[config.mk]
export PLATFORM = sky130hd
export DESIGN_NAME = add_acc_seq
export DESIGN_NICKNAME = d
export VERILOG_FILES = /design/src/rtl/add_acc_seq.sv
export SDC_FILE = /design/constraint.sdc
export NUM_CORES = 1
export LEC_CHECK = 0
export ABC_CLOCK_PERIOD_IN_PS = 5400
export BUFFER_PORTS_ARGS = -buffer_cell sky130_fd_sc_hd__buf_4
export CORE_MARGIN = 3
export CORE_UTILIZATION = 57
export DETAILED_ROUTE_END_ITERATION = 8
export GPL_TIMING_DRIVEN = 0
export PLACE_DENSITY = 0.91
export REMOVE_ABC_BUFFERS = 1
export SYNTH_ARGS = -nofsm -noshare
export SYNTH_HDL_FRONTEND = slang
export SYNTH_SLANG_ARGS = --single-unit
export TNS_END_PERCENT = 5
[constraint.sdc]
create_clock -name clk -period 5.4 [get_ports clk]
set_input_delay 1.08 -clock clk [delete_from_list [all_inputs] [get_ports clk]]
set_output_delay 1.08 -clock clk [all_outputs]
set_load 0.02 [all_outputs]
[src/rtl/add_acc_seq.sv]
// add_acc_seq: handshaked block add-accumulator.
// Each accepted beat adds a+b into a BWOP-bit accumulator. After `len` beats the block
// total is presented on a registered valid/ready output, together with a sticky overflow flag.
// Optional build macro ADD_ACC_SAT_EN: the accumulator saturates at 2^BWOP-1 on overflow
// instead of wrapping modulo 2^BWOP.
module add_acc_seq #(
  parameter int unsigned BWOP = 32,
  parameter int unsigned CNTW = 8
) (
  input  logic            clk,
  input  logic            rst,
  input  logic            in_valid,
  output logic            in_ready,
  input  logic [BWOP-1:0] a,
  input  logic [BWOP-1:0] b,
  input  logic [CNTW-1:0] len,
  output logic            out_valid,
  input  logic            out_ready,
  output logic [BWOP-1:0] c,
  output logic            ovf
);

  typedef enum logic [1:0] {StIdle, StAcc, StHold} state_e;

  state_e          state;
  logic [BWOP-1:0] acc;
  logic [CNTW-1:0] cnt;
  logic [CNTW-1:0] len_q;
  logic            ovf_run;  // overflow seen so far in the block being accumulated

  logic            accept;
  logic            first_beat;
  logic [BWOP+1:0] sum;
  logic            ovf_evt;
  logic [BWOP-1:0] acc_nxt;
  logic            blk_ovf;
  logic [CNTW-1:0] len_eff;
  logic            blk_done;

  // Handshake, three-term sum, overflow detection and block-completion decode
  always_comb begin
    // HOLD only takes a beat when the held result retires on the same edge
    in_ready   = !rst && ((state != StHold) || out_ready);
    accept     = in_valid && in_ready;
    // Any beat accepted outside ACC opens a new block
    first_beat = (state != StAcc);
    sum        = (first_beat ? {(BWOP+2){1'b0}} : {2'b00, acc}) + {2'b00, a} + {2'b00, b};
    ovf_evt    = |sum[BWOP+1:BWOP];
`ifdef ADD_ACC_SAT_EN
    // Once clamped, the sum keeps overflowing or stays at max, so it stays clamped
    acc_nxt    = ovf_evt ? {BWOP{1'b1}} : sum[BWOP-1:0];
`else
    acc_nxt    = sum[BWOP-1:0];
`endif
    blk_ovf    = ovf_evt || (!first_beat && ovf_run);
    len_eff    = (len == '0) ? CNTW'(1) : len;
    blk_done   = first_beat ? (len_eff == CNTW'(1)) : ((cnt + CNTW'(1)) == len_q);
  end

  // Block FSM with registered result, valid and overflow outputs
  always_ff @(posedge clk) begin
    if (rst) begin
      state     <= StIdle;
      acc       <= '0;
      cnt       <= '0;
      len_q     <= '0;
      ovf_run   <= 1'b0;
      c         <= '0;
      out_valid <= 1'b0;
      ovf       <= 1'b0;
    end else if (accept) begin
      acc     <= acc_nxt;
      ovf_run <= blk_ovf;
      if (first_beat) begin
        cnt   <= CNTW'(1);
        len_q <= len_eff;
      end else begin
        cnt   <= cnt + CNTW'(1);
      end
      if (blk_done) begin
        state     <= StHold;
        out_valid <= 1'b1;
        c         <= acc_nxt;
        ovf       <= blk_ovf;
      end else begin
        // Also retires a held result when a new multi-beat block starts from HOLD
        state     <= StAcc;
        out_valid <= 1'b0;
      end
    end else if (state == StHold && out_ready) begin
      state     <= StIdle;
      out_valid <= 1'b0;
    end
  end

endmodule

Word-level counts from Yosys, hierarchy flattened
Cells that the tools add are included.
- register bits: 85
- input bits: 76
- output and inout port bits: 35
- logic and storage cells: 39
- add/sub/neg operators: 3
- eq/ne operators: 5
- multiplexer cells: 10
- reduce and logical (&&, ||, !) cells: 13
- operators by type and width (cell ; number):
    33-bit by 32-bit adder with 34-bit output ; 1
    32-bit by 32-bit adder with 33-bit output ; 1
    32-bit 2-to-1 mux ; 1
    8-bit 2-to-1 mux ; 2
    8-bit by 1-bit adder with 8-bit output (second input constant) ; 1
    8-bit by 1-bit == test with 1-bit output (second input constant) ; 1
    8-bit == test ; 1
    8-bit zero test ; 1
    2-bit 2-to-1 mux ; 3
    1-bit logical AND ; 4
    1-bit 2-to-1 mux ; 4
    2-bit AND reduction ; 2
    2-bit == test (second input constant) ; 1
    1-bit zero test ; 2
    1-bit logical OR ; 2
    2-bit by 1-bit != test with 1-bit output (second input constant) ; 1
    2-bit != test (second input constant) ; 1
    2-bit nonzero test ; 1
    2-bit OR reduction ; 1

Depth between registers and ports, before layout
Gate-level depths: netlist of the first run.
- depth in word-level cells: 6
- mapped depth: 18
- gate-level depth less buffers: 16

Worst setup path after synthesis of the first run
OpenSTA, ideal clock, no wires.
- path kind: flip-flop to flip-flop
- start: reg state[0]
- end: reg c[28]
- setup time: 0.122 ns
- arrival: 3.682 ns
- data required time: 5.278 ns
- slack: 1.596 ns
- stages on the path, launching flop included: 16
- path buffers: 2
- clock period less this slack: 3.804 ns
- cell sequence: dfxtp_1 nor2b_1 clkbuf_1 clkbuf_1 and2_1 fa_1 ha_1 a21o_2 nand4_1 a21oi_4 o21ai_4 o31ai_4 a21oi_2 o31a_1 nor4bb_1 a311o_1
- word-level cells in the longest chain between the ends: 5
- elaborated cells on any way between the ends: 10
- classes of those cells: 2 x add/sub; 2 x eq/ne; 2 x mux; 4 x reduce/logical
- RTL lines (element ; line ; source):
    from (decl) ; 25 ; state_e state;
    from (signal assigned) ; 63 ; state <= StIdle;
    from (signal assigned) ; 81 ; state <= StHold;
    from (signal assigned) ; 87 ; state <= StAcc;
    branches (longest 5 deep; another with 33-bit by 32-bit adder with 34-bit output) ; n/a ;
    to (signal assigned) ; 83 ; c <= acc_nxt;
    to (decl) ; 19 ; output logic [BWOP-1:0] c,
Parallel ways; which one is timed is not known.
A chain may end at the register's enable or synchronous reset.

Worst setup path in the final report of the first run
- start: reg state[0]
- end: reg acc[25]
- word-level cells in the longest chain between the ends: 4
- elaborated cells on any way between the ends: 8
- classes of those cells: 2 x add/sub; 2 x eq/ne; 1 x mux; 3 x reduce/logical
- RTL lines (element ; line ; source):
    2-bit by 1-bit != test with 1-bit output / 2-bit != test (equally long branches) ; 46, 43 ;
    32-bit 2-to-1 mux / 1-bit logical OR (equally long branches) ; 47, 43 ;
    32-bit by 32-bit adder with 33-bit output / 1-bit logical AND (equally long branches) ; 47, 43 ;
    33-bit by 32-bit adder with 34-bit output / 1-bit logical AND (equally long branches) ; 47, 44 ;
    to (signal assigned) ; 72 ; acc <= acc_nxt;
    to (decl) ; 26 ; logic [BWOP-1:0] acc;
Parallel ways exist; a longest one is shown, timed or not.

==> flow_results.org, run 1 <==
** GRT
- First-pass GRT wire length :: 25100 µm
- Aggregate global routing overflow :: 0
- Via count of the first global-routing pass :: 5546
- Entering global routing, the biggest net connects 77 pins.
- Global routing consumed, over all layers together, 26.7% of the routing resources.
- The initial antenna violation count is 0.

** Worst setup path
- The worst setup path is of the flop to flop kind.
- Logic depth of the worst register-to-register path :: 15
- Required time worst endpoint :: 5.70 ns
- Critical path peak fanout :: 47
- Signal arrival time at the worst endpoint :: 4.91 ns
- The worst setup path is launched from a flop.
- Category of the worst setup path capture point :: flop

** Yosys
- Cell type with the highest aggregate area in the netlist :: sky130_fd_sc_hd__dfxtp_1
- After synthesis, the largest area contributor takes up between 20 and 30% of total cell area.
- Ys Warns :: 0
- After Yosys synthesis, and, or, nand and nor cells account for 22.5% of the synthesized area.
- After synthesis, the netlist uses roughly 70 different library cells.
- Synthesized instance count :: slightly above 700
- Netlist Area Pre-Place :: 0.00592 mm²
- In the synthesized netlist, mux cells make up 1.01% of the area.
- Counting flops with an async set or reset pin after synthesis yields a share of 0%.
- In this run, synthesis inferred 0 flip-flops with an integrated enable.
- By area, the combinational part of the netlist is dominated by simple AND/OR/NAND/NOR gates.
- Register bit count reported by yosys :: 84
- The most common cell in the synthesized netlist is sky130_fd_sc_hd__nand2_1.
- Synth area leaders :: sky130_fd_sc_hd__dfxtp_1 28%, sky130_fd_sc_hd__fa_1 11%, sky130_fd_sc_hd__nand2_1 7.5%
- Most numerous cell types in the synthesized netlist :: 119 x sky130_fd_sc_hd__nand2_1, 89 x sky130_fd_sc_hd__a21oi_1, 84 x sky130_fd_sc_hd__dfxtp_1
- Post-synthesis sequential area ratio :: ~28%
- The synthesized netlist devotes 20.3% of its cell area to compound gates.
- Predominant post-synthesis flop cell :: sky130_fd_sc_hd__dfxtp_1
- After synthesis, the mean cell area works out to 8.33 µm².
- Fraction of the mapped netlist area in adder cells :: 17.9%
- Of the total synthesized cell area, the portion taken by XOR and XNOR cells is 5.77%.

** Drt
- Vias per std cell :: between 5 and 6
- After detailed routing, the average wire length per cell comes to around 16 µm.
- Antenna-violating nets left :: 0
- Total Wirelength :: 14900 µm
- First-iteration detailed-routing DRC count :: between 300 and 400
- Total vias in the final route :: roughly 5500
- In the routed design, unresolved DRC markers number 0.
- The pre-antenna-repair detailed-routing pass consisted of 5 iterations.

** Min path
- Worst hold stages :: 2
- Classification of the worst-slack hold path :: flop to flop

** STA
- Measured against its own limit, the worst slew margin works out to under 10%.
- The hold violation count in the final report was 0.
- For the pin with the worst max-slew slack, the measured transition is 1.43 ns.
- Unrepaired setup endpoints after global routing :: no
- Final hold analysis gives a worst-case slack of 0.452 ns.
- Timing would allow up to approximately 220 MHz.
- Final clock period utilization by the worst path :: 85.4%
- Setup violations remaining at the end of the flow were counted as 0.
- The max-slew violation count was 0.
- Final Skew :: 0.0112 ns
- Post-layout min period :: 4.61 ns

** Clocking
- In this run, post-CTS hold repair placed 0 buffers.
- TritonCTS built the clock tree.
- CTS placed an instance of sky130_fd_sc_hd__clkbuf_8 at the clock tree root.
- Number of gates resized after cts :: 0
- Clock latency on the worst-skew pair, taken at its later pin, is between 0.3 and 0.4 ns.
- Clock transition at path regs :: 0.09 ns
- The tree built by TritonCTS fans out to 84 sinks.
- Clk buf depth :: 2
- Depth of the CTS H-tree :: 3
- Post-CTS timing repair inserted 0 buffers for setup.
- Cts bufs inserted :: 9

** Final layout
- From synthesis to final layout, the design area changed by 17.1%.
- Final standard cell area without fillers :: 0.00694 mm²
- Layout Nets :: 936
- Final antenna diode count :: 0
- In the final layout, the share of cells above drive strength 1 is 18.8%.

** Flow run
- Across the run, the number of max-cap violations was 0.

** Power and ir drop
- For this design the static power due to leakage is 0.00289 µW.
- Post-layout total power :: around 1900 µW
- IR analysis of the VDD net gives a maximum drop of 0.159 mV.
- Power density over the cells :: around 270 mW/mm²

** Floorplanning
- Height of the die :: 108 µm
- The initialized floorplan defines 36 standard-cell rows.
- Once the floorplan was initialized, standard cells occupied 59.5% of the core.
- In this run the horizontal extent of the chip is 108 µm.
- about 110 I/O pins were placed.
- The floorplan step defined a core boundary enclosing 0.00995 mm².
- The die covers roughly 0.012 mm².

** Status
- Run status :: completed

** Placed design
- Placer Congestion :: 0.893
- Port buffering added 110 buffers.
- Placed wire-length estimate :: between 10000 and 15000 µm
- Placed instance area :: a little under 0.007 mm²
## layout by cell type, fill, tap and decap left out, types with 4 or more instances in the layout
| master | count |
|---|---|
| sky130_fd_sc_hd__mux2i_1 | 6 |
| sky130_fd_sc_hd__a21o_1 | 10 |
| sky130_fd_sc_hd__buf_4 | 110 |
| sky130_fd_sc_hd__nand2_1 | 118 |
| sky130_fd_sc_hd__xor2_1 | 10 |
| sky130_fd_sc_hd__clkinv_4 | 4 |
| sky130_fd_sc_hd__nor3b_1 | 4 |
| sky130_fd_sc_hd__fa_1 | 33 |
| sky130_fd_sc_hd__nor2_1 | 45 |
| sky130_fd_sc_hd__nand3_1 | 20 |
| sky130_fd_sc_hd__nand2b_1 | 5 |
| sky130_fd_sc_hd__and2_1 | 38 |
| sky130_fd_sc_hd__inv_1 | 12 |
| sky130_fd_sc_hd__xnor2_1 | 29 |
| sky130_fd_sc_hd__dfxtp_1 | 84 |
| sky130_fd_sc_hd__nor2b_1 | 5 |
| sky130_fd_sc_hd__o21ai_0 | 30 |
| sky130_fd_sc_hd__nor3_1 | 4 |
| sky130_fd_sc_hd__a31oi_1 | 5 |
| sky130_fd_sc_hd__o21bai_1 | 4 |
| sky130_fd_sc_hd__ha_1 | 32 |
| sky130_fd_sc_hd__nand4_1 | 5 |
| sky130_fd_sc_hd__a211oi_1 | 10 |
| sky130_fd_sc_hd__o21a_1 | 5 |
| sky130_fd_sc_hd__and3_1 | 8 |
| sky130_fd_sc_hd__clkbuf_8 | 10 |
| sky130_fd_sc_hd__a21oi_1 | 89 |
## layout make-up
type | count | area [µm²]
Sequential cell | 84 | 1680
Multi-Input combinational cell | 577 | 4020
Clock inverter | 6 | 48.8
Clock buffer | 10 | 138
Inverter | 12 | 45.0
Tap cell | 133 | 166
Fill cell | 738 | 3010
Timing Repair Buffer | 111 | 841
## cell families (layout without fill, tap and decap cells)
| family | count (synthesis) | after routing |
|---|---|---|
| compound gates | 190 | 190 |
| xor+xnor | 39 | 39 |
| fa+ha+maj | 65 | 65 |
| buf+inv | 50 | 139 |
| flops | 84 | 84 |
| mux | 6 | 6 |
| simple gates | 277 | 277 |
## layer usage
metal  wire [µm]  track usage [%]  vias up
li1            -                -     2631
met1        6270             32.3     2583
met2        7300             46.4      225
met3         911             4.30       42
met4         437             12.5        0
met5           0                0        -
## where the power goes
part           switching (µW)  internal [µW]
sequential               21.2            661
combinational             434            314
clock                     252            184
total                     708           1160
## state kept, by name, summed over array words and instances, names as in the netlist
signal     flops
acc           32
c             32
cnt            8
len_q          8
out_valid      1
ovf            1
ovf_run        1
state          1
## worst max-delay path, cell delays in order (launching register included)
cell and delay (ns):
sky130_fd_sc_hd__dfxtp_1 0.44, sky130_fd_sc_hd__nor2b_4 0.82, sky130_fd_sc_hd__and2_1 0.25, sky130_fd_sc_hd__fa_1 0.42, sky130_fd_sc_hd__ha_1 0.23, sky130_fd_sc_hd__inv_1 0.07, sky130_fd_sc_hd__fa_1 0.19, sky130_fd_sc_hd__nand2b_1 0.14
sky130_fd_sc_hd__a21o_1 0.17, sky130_fd_sc_hd__a21oi_1 0.10, sky130_fd_sc_hd__o41a_1 0.38, sky130_fd_sc_hd__a221oi_1 0.64, sky130_fd_sc_hd__o21ai_1 0.19, sky130_fd_sc_hd__xor2_1 0.24, sky130_fd_sc_hd__nand2_1 0.09, sky130_fd_sc_hd__a21oi_1 0.17
## per-stage QoR
stage               util [%]  setup WS [ns]  cells  setup TNS, ns
floorplan                  -          0.977    673              0
global placement        67.5         -0.490    916          -6.10
detailed placement      67.8          0.183    917              0
CTS                     69.7          0.550    933              0
global route            69.7          0.430    933              0
finish                  69.7          0.787    933              0
## worst paths after layout
| kind | startpoint | slack [ns] | end |
|---|---|---|---|
| max | state[0]$_SDFFE_PP0P_ | 0.79 | acc[25]$_SDFFE_PP0P_ |
| min | acc[18]$_SDFFE_PP0P_ | 0.45 | acc[18]$_SDFFE_PP0P_ |
| max reg2reg | state[0]$_SDFFE_PP0P_ | 0.79 | acc[25]$_SDFFE_PP0P_ |
| min reg2reg | acc[18]$_SDFFE_PP0P_ | 0.45 | acc[18]$_SDFFE_PP0P_ |
No activity file was read; power rests on OpenSTA's default activity.
==> run 2: changes to the inputs <==
Settings changed: CORE_ASPECT_RATIO set to 1.5, HOLD_SLACK_MARGIN set to 0.03.
==> run 2 against run 1 <==
Worst hold slack is essentially flat. Core utilization shrank 0.18 points. Cell area grew 1.6%. Clock power grew 37%. Total power grew 8.9%. Routed wire length grew 3.6%. Via count grew 0.62%. Non-clock buffer count grew 1. Clock skew shrank 0.0033 ns. Critical path type unchanged. Largest power group unchanged. Highest routed layer unchanged.
==> flow_results.org, run 2 (synthesis gave the netlist of run 1 again) <==
** Final layout
- Final standard cell count with taps included and fillers excluded :: 916 (was 933)
- Commonest non-fill, non-tap cells in the layout: 118 x sky130_fd_sc_hd__nand2_1, 110 x sky130_fd_sc_hd__buf_4, 89 x sky130_fd_sc_hd__a21oi_1 (unchanged).
- Fraction of final layout cells sized beyond drive strength 1 :: 18.8% (about the same)
- Number of inserted filler cells in the final layout :: 783 (was 738)
- Area delta synth->final :: 19.0% (was 17.1%)
- Leading registers by flop count :: acc (32), c (32) (unchanged)
- The final net count is 937 (was 936).
- The most common cell after layout, fill and taps aside was sky130_fd_sc_hd__nand2_1 (unchanged).
- The number of antenna repair diodes was 0 (unchanged).

** Power and ir drop
- The power density over the cells came to 288 mW/mm² (was 269 mW/mm²).
- Worst-case vdd ir drop :: 0.174 mV (was 0.159 mV)
- The leakage power total is 0.00295 µW (was 0.00289 µW).

** Clocking
- The clock tree root buffer cell is sky130_fd_sc_hd__clkbuf_16 (was sky130_fd_sc_hd__clkbuf_8).
- Clock sink count :: 84 (unchanged)
- The CTS tree was done (unchanged).
- Clk buf depth :: 2 (unchanged)
- Clock transition at path regs :: 0.06 ns (was 0.09 ns)
- Worst-Skew Late Latency :: 0.34 ns (was 0.38 ns)
- The number of levels in the clock H-tree came to 3 (unchanged).
- Hold buffer count at CTS :: 0 (unchanged)
- Cts bufs inserted :: 9 (unchanged)
- Postcts setup bufs :: 0 (unchanged)
- Number of gates resized after cts :: 0 (unchanged)

** Worst setup path
- RR Endpoint :: c[21]$_SDFFE_PP0P_ (was acc[25]$_SDFFE_PP0P_)
- The critical path capture point type is a flop (unchanged).
- Crit Path Category :: flop to flop (unchanged)
- Signal arrival time at the worst endpoint :: 4.98 ns (was 4.91 ns)
- The maximum fanout count along the critical path came to 47 (unchanged).
- The cell with the biggest individual delay on the critical path is sky130_fd_sc_hd__nor2b_4 (unchanged).
- The element type at the critical path start was a flop (unchanged).
- The cell family contributing the most delay on the critical path is compound AO/OA/AOI/OAI gates (unchanged).
- Logic depth of the worst register-to-register path :: 15 (unchanged)
- Ordered list of cells on the worst path :: nor2b_4, and2_1, fa_1, ha_1, inv_1, fa_1, nand2b_1, a21o_1, a21oi_1, o41a_1, a221oi_1, o21bai_1, xor2_1, nand2_1, a21oi_1 (was nor2b_4, and2_1, fa_1, ha_1, inv_1, fa_1, nand2b_1, a21o_1, a21oi_1, o41a_1, a221oi_1, o21ai_1, xor2_1, nand2_1, a21oi_1)
- Reg2reg start :: state[0]$_SDFFE_PP0P_ (unchanged)
- The biggest cell delay along the critical path is 0.84 ns (was 0.82 ns).
- Count of buffering cells on the critical path with inverters included :: 1 (unchanged)
- The data required time of the worst path came to 5.66 ns (was 5.70 ns).
- Register-to-register path setup slack :: 0.68 ns (was 0.79 ns)

** Placed design
- Number of cells after detailed placement :: 902 (was 917)
- The number of input and output port buffers inserted is 110 (unchanged).
- Placed wire-length estimate :: 11300 µm (was 10700 µm)
- Placer Congestion :: 0.988 (was 0.893)

** Drt
- The detail-routed via count per cell came to 6.02 (was 5.87).
- The remaining design rule violation count came to 0 (unchanged).
- The detailed-routing iteration count for the pre-antenna-repair pass was 5 (unchanged).
- The count of vias placed by the detailed router is 5515 (was 5481).
- The initial detailed-routing violation count came to 253 (was 354).
- The routed length per instance was 16.9 µm (was 16.0 µm).
- Antenna-violating nets left :: 0 (unchanged)
- The final routed wirelength across all metal layers was 15500 µm (was 14900 µm).

** Floorplanning
- The number of placement rows is 45 (was 36).
- Height of the die :: 131 µm (was 108 µm)
- The horizontal die dimension was 89.2 µm (was 108 µm).
- The initial core utilization came to 58.5% (was 59.5%).
- The die outline area is 0.0117 mm² (about the same).
- The I/O pin count was 111 (unchanged).
- The area of the placeable core is 0.0101 mm² (was 0.00995 mm²).

** STA
- Final clock period utilization by the worst path :: 87.5% (was 85.4%)
- The max-slew violation count is 0 (unchanged).
- The total setup violations reported at the end of the flow was 0 (unchanged).
- Headroom to the max-slew limit :: 35.8% (was 4.44%)
- Setup Total Neg Slack :: 0 ns (unchanged)
- The final critical path time including I/O delays and setup is 4.72 ns (was 4.61 ns).
- Max Fclk :: 212 MHz (was 217 MHz)
- The hold violation count in the final report is 0 (unchanged).
- Final Skew :: 0.00797 ns (was 0.0112 ns)
- Unrepaired setup endpoints after global routing :: no (unchanged)
- The slew at the pin with the worst max-slew slack came to 0.961 ns (was 1.43 ns).

** Min path
- The launch instance of the worst min-delay path is c[7]$_SDFFE_PP0P_ (was acc[18]$_SDFFE_PP0P_).
- The capture endpoint of the worst hold path was c[7]$_SDFFE_PP0P_ (was acc[18]$_SDFFE_PP0P_).
- Classification of the worst-slack hold path :: flop to flop (unchanged)
- Worst hold stages :: 2 (unchanged)

** Status
- Run status: completed (unchanged).

** GRT
- The remaining global-route overflow is 0 (unchanged).
- The via count of the first global-routing pass was 5607 (was 5546).
- The global-route wire length before repair came to 25000 µm (was 25100 µm).
- The global-route usage over all layers is 27.2% (was 26.7%).
- The maximum number of pins on one net before global-route repair was 77 (unchanged).
- The initial antenna violation count came to 0 (unchanged).

** Flow run
- The count of maximum capacitance violations came to 0 (unchanged).
run 2: cell count changes in the layout (fill, tap and decap cells not counted), sizes merged:
cell,change
clkinvlp,+2
bufinv,+1
clkbuf,-1
clkinv,-3
buf,+1
inv,-1
run 2: worst reg2reg max path: cells and delay by family, from the launching register on:
| kind | cells | cell delay [ns] |
|---|---|---|
| compound gates | 6 | 1.75 |
| simple gates | 4 | 1.30 |
| fa+ha+maj | 3 | 0.85 |
| flops | 1 | 0.44 |
| xor+xnor | 1 | 0.24 |
| buf+inv | 1 | 0.07 |
run 2: layer usage:
layer	global-route usage (%)	vias to the layer above	part of all wire [%]
li1	-	2633	-
met5	0	-	0
met3	4.33	53	5.1
met1	29.5	2607	37
met2	50.0	222	54
met4	13.4	0	3.4
run 2: where the power goes:
| group | total [µW] | switching [µW] | internal [µW] | leakage, µW |
|---|---|---|---|---|
| Combinational | 750 | 435 | 315 | 0.00213 |
| Clock | 599 | 248 | 351 | 0.000133 |
| Sequential | 684 | 21.9 | 662 | 0.000683 |
run 2: worst max path at each step:
stage,slack (ns),depth (start not counted),from,endpoint
2_1_floorplan,0.98,13,state[0]$_SDFFE_PP0P_,c[28]$_SDFFE_PP0P_
3_3_place_gp,-0.58,15,state[0]$_SDFFE_PP0P_,c[21]$_SDFFE_PP0P_
3_5_place_dp,0.09,8,rst,c[27]$_SDFFE_PP0P_
4_1_cts,0.46,8,rst,c[27]$_SDFFE_PP0P_
5_1_grt,0.44,15,state[0]$_SDFFE_PP0P_,acc[25]$_SDFFE_PP0P_
6_report,0.68,15,state[0]$_SDFFE_PP0P_,c[21]$_SDFFE_PP0P_
run 2: final cells by class:
cell class                      count  area, µm²  area share [%]
Clock buffer                        9        225            3.20
Inverter                           12       45.0           0.639
Tap cell                          117        146            2.08
Clock inverter                      5       55.1           0.781
Multi-Input combinational cell    577       4020            57.1
Timing Repair Buffer              112        873            12.4
Sequential cell                    84       1680            23.9
run 2: per-stage QoR:
stage	setup WS (ns)	cell area [µm²]	total power, µW	hold WS, ns	utilization [%]
2_1_floorplan	0.977	5730	1220	0.421	-
3_3_place_gp	-0.578	6700	1390	0.435	66.1
3_5_place_dp	0.0934	6770	1430	0.442	66.8
4_1_cts	0.459	7050	2030	0.450	69.5
5_1_grt	0.442	7050	2140	0.471	69.5
6_report	0.676	7050	2030	0.451	69.5
==> run 3: changes to the inputs <==
Settings changed: ABC_CLOCK_PERIOD_IN_PS 5400 to 5200, CORE_UTILIZATION 57 to 58, CTS_BUF_LIST set to sky130_fd_sc_hd__clkbuf_8, CTS_CLUSTER_SIZE set to 12, PLACE_DENSITY 0.91 to 0.92.
Clock period 5.4 ns to 5.2 ns, I/O delays scaled along.
==> run 3 against run 2 <==
Sequential cell count unchanged. Clock power fell by 7.8%. Highest routed layer unchanged. Setup slack worse by 0.25 ns. Critical path depth unchanged.
==> flow_results.org, run 3 (synthesis gave the netlist of run 1 again) <==
** STA
- Final Hold Viols :: 0 (unchanged)
- The summed negative setup slack over all endpoints came to 0 ns (unchanged).
- Final clock period utilization by the worst path :: 91.7% (was 87.5%)
- Unrepaired setup endpoints after global routing: no (unchanged).
- The post-route clock skew is 0.0120 ns (was 0.00797 ns).
- Max Fclk :: 210 MHz (was 212 MHz)
- The relative slew slack is 31.8% (was 35.8%).
- The slew at the pin with the worst max-slew slack is 1.02 ns (was 0.961 ns).
- The max-slew violation count is 0 (unchanged).
- Final setup viols :: 0 (unchanged)
- Post-layout min period :: 4.77 ns (was 4.72 ns)

** Status
- Run status :: completed (unchanged)

** GRT
- The global-route wire length before repair was 25500 µm (was 25000 µm).
- The remaining global-route overflow is 0 (unchanged).
- The initial antenna violation count came to 0 (unchanged).
- Largest net degree at the start of global routing :: 77 (unchanged)
- Via count of the first global-routing pass :: 5674 (was 5607)
- Global-route usage over all layers :: 28.3% (was 27.2%)

** Floorplanning
- Height of the die :: 130 µm (was 131 µm)
- Die area :: 0.0115 mm² (was 0.0117 mm²)
- The horizontal die dimension is 88.5 µm (was 89.2 µm).
- The initial core utilization was 60.5% (was 58.5%).
- The number of placement rows is 44 (was 45).
- The I/O pin count is 111 (unchanged).
- The area of the placeable core came to 0.00980 mm² (was 0.0101 mm²).

** Power and ir drop
- Power density over the cells :: 292 mW/mm² (was 288 mW/mm²)
- Worst-case vdd ir drop :: 0.205 mV (was 0.174 mV)
- Leakage :: 0.00293 µW (was 0.00295 µW)

** Clocking
- Number of gates resized after cts :: 0 (unchanged)
- The post-CTS setup repair buffer count was 0 (unchanged).
- Clock tree from TritonCTS :: done (unchanged)
- The clock insertion delay at the later pin of the skew report is 0.37 ns (was 0.34 ns).
- The number of sinks driven by the clock tree came to 84 (unchanged).
- CTS Root Buffer Type :: sky130_fd_sc_hd__clkbuf_8 (was sky130_fd_sc_hd__clkbuf_16)
- The CTS buffer count is 9 (unchanged).
- Hold buffer count at CTS :: 0 (unchanged)
- Clk buf depth :: 2 (unchanged)
- Clock transition at path regs :: 0.10 ns (was 0.06 ns)
- The number of levels in the clock H-tree came to 3 (unchanged).

** Placed design
- The half-perimeter wire length after placement was 11600 µm (was 11300 µm).
- The number of input and output port buffers inserted is 110 (unchanged).
- Number of cells after detailed placement :: 900 (was 902)
- Placer Congestion :: 0.896 (was 0.988)

** Flow run
- Number of max-capacitance violations reported :: 0 (unchanged)

** Worst setup path
- The maximum fanout count along the critical path is 47 (unchanged).
- The element type at the critical path start was a flop (unchanged).
- Ordered list of cells on the worst path: nor2b_4, and2_1, fa_1, ha_1, inv_1, fa_1, nand2b_1, a21o_1, a21oi_1, o41a_1, a221oi_1, o21bai_1, xor2_1, nand2_1, a21oi_1 (unchanged).
- Crit Path Category :: flop to flop (unchanged)
- The data required time of the worst path was 5.49 ns (was 5.66 ns).
- The critical path capture point type is a flop (unchanged).
- Signal arrival time at the worst endpoint :: 5.06 ns (was 4.98 ns)
- The biggest cell delay along the critical path came to 0.87 ns (was 0.84 ns).
- Count of buffering cells on the critical path with inverters included :: 1 (unchanged)
- Top delay family on crit path :: compound AO/OA/AOI/OAI gates (unchanged)
- Slowest cell on crit path :: sky130_fd_sc_hd__nor2b_4 (unchanged)

** Final layout
- Commonest non-fill, non-tap cells in the layout :: 118 x sky130_fd_sc_hd__nand2_1, 110 x sky130_fd_sc_hd__buf_4, 89 x sky130_fd_sc_hd__a21oi_1 (unchanged)
- The post-layout instance count excluding filler cells was 916 (unchanged).
- Utilization of the core after routing :: 71.3% (was 69.5%)
- The most common cell after layout, fill and taps aside is sky130_fd_sc_hd__nand2_1 (unchanged).
- The number of antenna repair diodes was 0 (unchanged).
- The final net count came to 937 (unchanged).
- The share of final-layout standard cells stronger than drive strength 1 is 19.0% (was 18.8%).
- Leading registers by flop count :: acc (32), c (32) (unchanged)
- The growth of design area from synthesis to finish is 18.0% (was 19.0%).

** Drt
- The routed length per instance was 17.3 µm (was 16.9 µm).
- Drt pass-1 iters :: 5 (unchanged)
- Residual DRC count :: 0 (unchanged)
- Total vias in the final route :: 5538 (was 5515)
- Vias per std cell :: 6.05 (was 6.02)
- The final routed wirelength across all metal layers was 15800 µm (was 15500 µm).
- Antenna-violating nets left :: 0 (unchanged)
- The initial detailed-routing violation count came to 311 (was 253).

** Min path
- Classification of the worst-slack hold path :: flop to flop (unchanged)
-- run 3: area by class of cell --
| type | count | area [µm²] |
|---|---|---|
| Multi-Input combinational cell | 577 | 4020 |
| Timing Repair Buffer | 112 | 868 |
| Clock buffer | 10 | 138 |
| Tap cell | 115 | 144 |
| Sequential cell | 84 | 1680 |
| Fill cell | 757 | 2810 |
| Inverter | 12 | 45.0 |
| Clock inverter | 6 | 93.8 |
-- run 3: metrics by stage --
step	setup WS, ns	total power (µW)	hold slack (ns)	instance area (µm²)
CTS	0.211	2040	0.456	6990
finish	0.430	2040	0.459	6990
global route	0.146	2160	0.476	6990
floorplan	0.777	1260	0.421	5730
global placement	-0.841	1450	0.436	6700
detailed placement	-0.191	1490	0.444	6760
-- run 3: routing by layer --
layer	global-route usage (%)	routed length, µm
met5	0	0
met4	15.5	671
met3	4.49	842
met2	50.9	8400
met1	31.1	5920
-- run 3: final timing paths --
path | from | endpoint | slack, ns | cells past startpoint
worst min register to register | acc[7]$_SDFFE_PP0P_ | acc[7]$_SDFFE_PP0P_ | 0.46 | 2
worst max-delay path | state[0]$_SDFFE_PP0P_ | c[21]$_SDFFE_PP0P_ | 0.43 | 15
worst min-delay path | acc[7]$_SDFFE_PP0P_ | acc[7]$_SDFFE_PP0P_ | 0.46 | 2
worst max register to register | state[0]$_SDFFE_PP0P_ | c[21]$_SDFFE_PP0P_ | 0.43 | 15
-- run 3: worst min-delay path, cell delays in order (launching register included) --
cell and delay [ns]:
sky130_fd_sc_hd__dfxtp_1 0.32, sky130_fd_sc_hd__nand2_1 0.05, sky130_fd_sc_hd__a21oi_1 0.05
-- run 3: where the power goes --
| part | total (µW) | switching [µW] | internal [µW] |
|---|---|---|---|
| clock network | 552 | 263 | 289 |
| registers | 710 | 23.0 | 687 |
| logic | 781 | 453 | 328 |
